--- src/rtl/ring_round_ctrl.sv ---
// rtl/ring_round_ctrl.sv - head/tail pointer, wrap and occupancy controller for a circular buffer
// Sits between the MAC input-buffer writer (rec_*) and the MAC read/issue logic (send_*).
module ring_round_ctrl #(
  parameter int DEPTH    = 4,
  parameter int AF_LEVEL = DEPTH - 1,
  parameter int AE_LEVEL = 1,
  localparam int PTR_W   = $clog2(DEPTH),
  localparam int CNT_W   = $clog2(DEPTH + 1)
) (
  input  logic             clk,
  input  logic             rst_n,
  input  logic             flush,
  input  logic             rec_req,
  output logic             rec_ack,
  input  logic             send_req,
  output logic             send_ack,
  output logic [PTR_W-1:0] tp,
  output logic [PTR_W-1:0] hp,
  output logic             round,
  output logic [CNT_W-1:0] count,
  output logic             full,
  output logic             empty,
  output logic             almost_full,
  output logic             almost_empty,
  output logic             overflow,
  output logic             underflow,
  input  logic             err_clr
);

  localparam logic [PTR_W-1:0] LAST_IDX = PTR_W'(DEPTH - 1);
  localparam logic [CNT_W-1:0] FULL_CNT = CNT_W'(DEPTH);

  logic t_wrap;
  logic h_wrap;

  // Status comes only from registered state so req inputs never reach the flags.
  assign full         = (count == FULL_CNT);
  assign empty        = (count == '0);
  assign round        = t_wrap ^ h_wrap;
  assign almost_full  = (int'(count) >= AF_LEVEL);
  assign almost_empty = (int'(count) <= AE_LEVEL);

  assign rec_ack  = rec_req  && !full  && !flush;
  assign send_ack = send_req && !empty && !flush;

  always_ff @(posedge clk or negedge rst_n) begin
    if (!rst_n) begin
      tp     <= '0;
      hp     <= '0;
      t_wrap <= 1'b0;
      h_wrap <= 1'b0;
      count  <= '0;
    end else if (flush) begin
      tp     <= '0;
      hp     <= '0;
      t_wrap <= 1'b0;
      h_wrap <= 1'b0;
      count  <= '0;
    end else begin
      if (rec_ack) begin
        if (tp == LAST_IDX) begin
          tp     <= '0;
          t_wrap <= ~t_wrap;
        end else begin
          tp <= tp + PTR_W'(1);
        end
      end
      if (send_ack) begin
        if (hp == LAST_IDX) begin
          hp     <= '0;
          h_wrap <= ~h_wrap;
        end else begin
          hp <= hp + PTR_W'(1);
        end
      end
      // Simultaneous accept leaves occupancy unchanged.
      if (rec_ack && !send_ack) begin
        count <= count + CNT_W'(1);
      end else if (send_ack && !rec_ack) begin
        count <= count - CNT_W'(1);
      end
    end
  end

  // Error flags survive flush; only reset or err_clr clears them.
  always_ff @(posedge clk or negedge rst_n) begin
    if (!rst_n) begin
      overflow  <= 1'b0;
      underflow <= 1'b0;
    end else if (err_clr) begin
      overflow  <= 1'b0;
      underflow <= 1'b0;
    end else begin
      if (rec_req && full) begin
        overflow <= 1'b1;
      end
      if (send_req && empty) begin
        underflow <= 1'b1;
      end
    end
  end

endmodule

--- config.mk ---
export PLATFORM = sky130hd
export DESIGN_NAME = ring_round_ctrl
export DESIGN_NICKNAME = d
export VERILOG_FILES = /design/src/rtl/ring_round_ctrl.sv
export SDC_FILE = /design/constraint.sdc
export NUM_CORES = 1
export LEC_CHECK = 0
export BUFFER_PORTS_ARGS = -buffer_cell sky130_fd_sc_hd__buf_2
export CAP_MARGIN = 20
export CORE_MARGIN = 2
export CORE_UTILIZATION = 47
export DETAILED_ROUTE_END_ITERATION = 8
export GPL_TIMING_DRIVEN = 0
export PLACE_DENSITY = 0.74
export SETUP_SLACK_MARGIN = 0.2
export SKIP_CTS_REPAIR_TIMING = 1
export SLEW_MARGIN = 30
export SYNTH_ARGS = -nofsm -noshare
export SYNTH_HDL_FRONTEND = slang
export SYNTH_SLANG_ARGS = --single-unit
--- constraint.sdc ---
create_clock -name clk -period 1.9 [get_ports clk]
set_input_delay 0.285 -clock clk [delete_from_list [all_inputs] [get_ports clk]]
set_output_delay 0.285 -clock clk [all_outputs]
set_load 0.03 [all_outputs]
==> impl_metrics.env, run 1 <==
export IMPL_ys_warn_count=0
export IMPL_fin_crit_ps=1707
export IMPL_drv_slew=0
export IMPL_gp_congestion=0.7509
export IMPL_worstPathCellList="inv_4 > ha_4 > a21bo_4 > nor2_4 > buf_6"
export IMPL_rsz0062_at_grt="true"
export IMPL_via_per_inst=5.059
export IMPL_synth_simple_area_share_pct=17.51
export IMPL_cts_tree="yes"
export IMPL_critPathCaptureType="output pin"
export IMPL_clock_root_buffer="clkbuf_4"
export IMPL_drive_gt1_share_pct=46.60
export IMPL_synth_compound_area_share_pct=14.31
export IMPL_total_power_mw=1.617
export IMPL_wl_per_cell_um=12.57
export IMPL_grt_overflow=0
export IMPL_start_util_pct=50.43
export IMPL_worst_setup_path_start_kind="flop"
export IMPL_synth_mux_area_share_pct=1.695
export IMPL_crit_end="rec_ack"
export IMPL_grt_usage_pct=17.03
export IMPL_portBuffers=21
export IMPL_final_util_pct=74.17
export IMPL_cts_made_buffers=3
export IMPL_vias=597
export IMPL_worstPathRequired_ps=1620
export IMPL_final_cells=118
export IMPL_path_class="flop to output pin"
export IMPL_hold_violations=0
export IMPL_synth_xor_area_share_pct=7.910
export IMPL_clockBufferDepth=2
export IMPL_cts_reportedPaths_clkPinSlew_ps=80
export IMPL_final_common_cell="buf_2"
export IMPL_cts_sinks=11
export IMPL_grt_max_degree=12
export IMPL_timing_hold_ws_ps=165.5
export IMPL_outcome="completed"
export IMPL_finalNetCount=117
export IMPL_skew_ps=13.42
export IMPL_path_max_fanout=5
export IMPL_htreeDepth=1
export IMPL_hpwl_um=972.8
export IMPL_relSlewSlack_pct=64.80
export IMPL_synth_top_family_by_area="simple AND/OR/NAND/NOR gates"
export IMPL_synth_fa_ha_area_share_pct=13.18
export IMPL_clk_latency_ps=270
export IMPL_core_sq_um=1318
export IMPL_yosys_register_bits=11
export IMPL_first_pass_iters=4
export IMPL_dp_cells=107
export IMPL_die_area_sq_um=1730
export IMPL_insertedDiodeCount=0
export IMPL_die_h_um=41.60
export IMPL_wl_um=1483
export IMPL_area_delta_synth_final_pct=47.08
export IMPL_regToRegSetupSlack_ps=270
export IMPL_setup_viol=0
export IMPL_synth_fp_nets=84
export IMPL_r2r_start="count[1]$_DFFE_PN0P_"
export IMPL_multi_input_area_sq_um=437.9
export IMPL_reg2reg_depth=7
export IMPL_rows=13
export IMPL_synth_area_sq_um=664.4
export IMPL_period_share_pct=89.83
export IMPL_slowest_delay_ps=460
export IMPL_grt_pass1_vias=508
export IMPL_avgSynthCellArea_sq_um=9.358
export IMPL_initialDrtViolationCount=9
export IMPL_reg2reg_to="count[0]$_DFFE_PN0P_"
export IMPL_fmax_mhz=585.9
export IMPL_regArea_sq_um=279.0
export IMPL_grt_pass1_wl_um=2228
export IMPL_cellPowerDensity_nw_per_um2=1655
export IMPL_crit_start="count[1]$_DFFE_PN0P_"
export IMPL_worstMarginPinSlew_ps=528.0
export IMPL_pin_count=22
export IMPL_die_w_um=41.60
export IMPL_crit_slowest_cell="dfrtp_2"
export IMPL_syn_inst=71
export IMPL_hold_class="primary input to flop"
export IMPL_cp_arrival_ps=1420
export IMPL_drcViolationCount=0
export IMPL_drv_cap=0
export IMPL_final_cell_mix="buf_2 (16), nor2_1 (8), nand2_1 (8), dfrtp_1 (8), buf_4 (8)"
export IMPL_antenna_found_initial=0
export IMPL_ys_seq_area_share_pct=41.43
export IMPL_ys_types=20
export IMPL_drtAntennaViolNets=0
export IMPL_leakage_nw=0.4904
export IMPL_worst_ir_drop_vdd_uv=1069
export IMPL_fillers=100
-- routing by layer --
| metal | track usage [%] | wire, um | up-vias |
|---|---|---|---|
| li1 | - | - | 302 |
| met1 | 22.87 | 672 | 272 |
| met2 | 25.00 | 728 | 23 |
| met5 | 0 | 0 | - |
| met3 | 5.217 | 81 | 0 |
| met4 | 7.742 | 0 | 0 |
-- cell usage after synthesis --
cell type | n | share of area [%]
a21bo_2 | 1 | 1.5
nand3_1 | 2 | 1.5
nor2_1 | 12 | 6.8
a211oi_1 | 1 | 1.1
dfrtp_1 | 11 | 41
o21ai_0 | 1 | 0.75
nand2b_4 | 1 | 2.1
inv_1 | 6 | 3.4
ha_1 | 7 | 13
mux2_2 | 1 | 1.7
xor2_1 | 3 | 4.0
nand2_4 | 1 | 1.7
a311oi_1 | 2 | 2.6
nand2_1 | 8 | 4.5
a21oi_1 | 7 | 5.3
or3_1 | 1 | 0.94
xnor2_1 | 3 | 4.0
a21boi_2 | 1 | 1.7
a221oi_1 | 1 | 1.3
clkbuf_1 | 1 | 0.56
-- worst min path at each step --
stage               startpoint  cells after the start               endpoint  slack, ps
finish                 err_clr                      2   overflow$_DFFE_PN0P_        170
CTS                      rst_n                      1   overflow$_DFFE_PN0P_       -120
global placement         rst_n                      1  underflow$_DFFE_PN0P_        170
global route           err_clr                      2  underflow$_DFFE_PN0P_        170
floorplan                rst_n                      0   count[0]$_DFFE_PN0P_        -10
detailed placement       rst_n                      1   overflow$_DFFE_PN0P_        170
-- state kept, by name, indices dropped and copies added (netlist names) --
| name | count |
|---|---|
| underflow | 1 |
| overflow | 1 |
| h_wrap | 1 |
| t_wrap | 1 |
| hp | 2 |
| tp | 2 |
| count | 3 |
-- final cells by class --
cell class / count / share of cell area (%)
Multi-Input combinational cell: 53 / 44.81
Sequential cell: 11 / 28.55
Timing Repair Buffer: 28 / 18.82
Inverter: 6 / 2.817
Clock buffer: 4 / 2.689
Tap cell: 15 / 1.921
Buffer: 1 / 0.3841
-- metrics by stage --
step           cell area, sq um  setup TNS, ps  setup WS (ps)
2_1_floorplan             679.4              0          247.0
3_3_place_gp              803.3              0          244.1
3_5_place_dp              803.3              0          203.9
4_1_cts                   829.5         -12.05         -12.05
5_1_grt                   977.2              0          128.6
6_report                  977.2              0          193.2
-- worst max-delay path: cells and delay by family, from the launching register on --
family	cells	cell delay, ps
compound gates	1	220
fa+ha+maj	1	180
buf+inv	2	200
flops	1	460
simple gates	1	90
-- where the power goes --
part / internal (mW) / leakage [nW] / switching, mW
sequential: 0.300 / 0.144 / 0.0940
clock: 0.0812 / 0.0150 / 0.0853
combinational: 0.434 / 0.332 / 0.622
-- cell families (layout without fill, tap and decap cells) --
family | after synthesis | after routing
buffers and inverters | 7 | 39
adders and majority gates | 7 | 7
DFF | 11 | 11
and+or+nand+nor | 25 | 25
muxes | 1 | 1
xor gates and xnor gates | 6 | 6
AOI/OAI and AO/OA | 14 | 14
No activity file was read; power rests on OpenSTA's default activity.
==> inputs of run 2 (changes only) <==
--- a/config.mk
+++ b/config.mk
@@ -11,7 +11,7 @@
 export CORE_UTILIZATION = 47
 export DETAILED_ROUTE_END_ITERATION = 8
 export GPL_TIMING_DRIVEN = 0
-export PLACE_DENSITY = 0.74
+export PLACE_DENSITY = 0.75
 export SETUP_SLACK_MARGIN = 0.2
 export SKIP_CTS_REPAIR_TIMING = 1
 export SLEW_MARGIN = 30
==> run 2 against run 1 <==
Compared with the run above:
- sequential power about the same
- largest power group unchanged
- core utilization up 0.095 points
- critical path type unchanged
- die area unchanged
- critical path depth unchanged
- via count up 3.7%
==> impl_metrics.env, run 2 (synthesized netlist as in run 1, its figures left out) <==
export IMPL_area_delta_synth_final_pct=47.27
export IMPL_cts_tree="yes"
export IMPL_relSlewSlack_pct=64.01
export IMPL_final_common_cell="buf_2"
export IMPL_die_h_um=41.60
export IMPL_grt_max_degree=12
export IMPL_setup_viol=0
export IMPL_rows=13
export IMPL_dp_cells=107
export IMPL_clockBufferDepth=2
export IMPL_grt_pass1_wl_um=2346
export IMPL_power_frac_seq_pct=24.5
export IMPL_fin_crit_ps=1689
export IMPL_grt_overflow=0
export IMPL_cp_num_buf_inv=2
export IMPL_regArea_sq_um=279.0
export IMPL_drtAntennaViolNets=0
export IMPL_cts_sinks=11
export IMPL_pre_cts_ws_ps=209.9
export IMPL_grt_pass1_vias=529
export IMPL_regMostFlops="count"
export IMPL_start_util_pct=50.43
export IMPL_largestRegisters="count x3, hp x2, tp x2"
export IMPL_skew_ps=5.250
export IMPL_drv_slew=0
export IMPL_internal_power_mw=0.8213
export IMPL_via_per_inst=5.202
export IMPL_worstPathCellList="inv_4 > ha_4 > a21bo_4 > nor2_4 > buf_6"
export IMPL_core_sq_um=1318
export IMPL_largest_reg_flops=3
export IMPL_period_share_pct=88.87
export IMPL_busiest_layer="met2"
export IMPL_slowest_delay_ps=440
export IMPL_drcViolationCount=0
export IMPL_cts_made_buffers=3
export IMPL_hold_depth=2
export IMPL_fmax_mhz=592.2
export IMPL_worstPathRequired_ps=1620
export IMPL_worst_setup_path_start_kind="flop"
export IMPL_p_comb_share_pct=65.5
export IMPL_rsz0062_at_grt="true"
export IMPL_multi_input_area_sq_um=434.2
export IMPL_switchingPower_mw=0.7971
export IMPL_worst_ir_drop_vdd_uv=1166
export IMPL_die_w_um=41.60
export IMPL_portBuffers=21
export IMPL_gp_congestion=0.7534
export IMPL_crit_cells=5
export IMPL_finalNetCount=118
export IMPL_setup_tns_ps=0
export IMPL_setup_slack_ps=211.4
export IMPL_drive_gt1_share_pct=47.12
export IMPL_antenna_found_initial=0
export IMPL_hold_violations=0
export IMPL_critPathCaptureType="output pin"
export IMPL_cts_reportedPaths_clkPinSlew_ps=70
export IMPL_initialDrtViolationCount=10
export IMPL_cellPowerDensity_nw_per_um2=1654
export IMPL_crit_slowest_cell="dfrtp_2"
export IMPL_grtUsageMet1_pct=22.31
export IMPL_path_class="flop to output pin"
export IMPL_hpwl_um=983.1
export IMPL_worstMarginPinSlew_ps=539.8
export IMPL_drv_cap=0
export IMPL_die_area_sq_um=1730
export IMPL_fillers=84
export IMPL_htreeDepth=1
export IMPL_grt_usage_pct=17.67
export IMPL_wl_um=1498
export IMPL_vias=619
export IMPL_hold_class="primary input to flop"
export IMPL_path_max_fanout=5
export IMPL_cp_arrival_ps=1400
export IMPL_leakage_nw=0.4940
export IMPL_crit_family="flip-flops"
export IMPL_final_cells=119
export IMPL_first_pass_iters=4
export IMPL_wl_per_cell_um=12.59
export IMPL_reg2reg_depth=7
export IMPL_pin_count=22
export IMPL_clk_latency_ps=270
export IMPL_insertedDiodeCount=0
export IMPL_outcome="completed"
export IMPL_swShare_pct=49.25
export IMPL_clock_root_buffer="clkbuf_4"
export IMPL_use_met3_pct=4.348
export IMPL_clockPowerShare_pct=10.0
export IMPL_final_cell_mix="buf_2 (17), nor2_1 (8), nand2_1 (8), dfrtp_1 (8), buf_4 (8)"
export IMPL_gr_usage_met2_pct=27.50
run 2: cell types whose count changed in the layout (fill, tap and decap cells not counted):
| cell | before | now |
|---|---|---|
| a21oi_1 | 6 | 7 |
| a21oi_2 | 1 | 0 |
| buf_2 | 16 | 17 |
| inv_1 | 4 | 3 |
| inv_2 | 0 | 1 |
run 2: routing by layer:
metal / wire length (um) / vias to the layer above
li1: - / 307
met1: 674 / 292
met2: 747 / 18
met3: 68 / 2
met4: 8 / 0
met5: 0 / -
run 2: layout make-up:
type	count	share of cell area (%)
buffer	1	0.3836
clock buffer	4	2.685
inverter	6	2.813
multi-input combinational	53	44.37
sequential	11	28.52
tap	15	1.918
timing repair buffer	29	19.31
run 2: power by group through the flow:
| stage | Clock [mW] | Sequential, mW | Combinational [mW] |
|---|---|---|---|
| 2_1_floorplan | 0 | 0.485 | 0.531 |
| 3_3_place_gp | 0 | 0.368 | 0.831 |
| 3_5_place_dp | 0 | 0.372 | 0.847 |
| 4_1_cts | 0.169 | 0.370 | 0.849 |
| 5_1_grt | 0.178 | 0.408 | 1.15 |
| 6_report | 0.161 | 0.396 | 1.06 |
run 2: stage by stage:
step | area, sq um | power, mW | hold WS (ps) | utilization (%)
finish | 978.4 | 1.618 | 172.8 | 74.26
global route | 978.4 | 1.736 | 164.0 | 74.26
floorplan | 679.4 | 1.016 | -10.59 | -
detailed placement | 803.3 | 1.219 | 176.2 | 60.97
CTS | 829.5 | 1.387 | -124.6 | 62.96
global placement | 803.3 | 1.199 | 169.6 | 60.97
run 2: worst paths after layout:
| check | start | endpoint | slack, ps |
|---|---|---|---|
| hold / removal | err_clr | overflow$_DFFE_PN0P_ | 170 |
| min in group asynchronous | rst_n | overflow$_DFFE_PN0P_ | 410 |
| hold reg to reg | overflow$_DFFE_PN0P_ | overflow$_DFFE_PN0P_ | 500 |
| max in group asynchronous | rst_n | count[1]$_DFFE_PN0P_ | 1270 |
| setup reg to reg | count[1]$_DFFE_PN0P_ | count[0]$_DFFE_PN0P_ | 270 |
| setup / recovery | count[1]$_DFFE_PN0P_ | rec_ack | 210 |
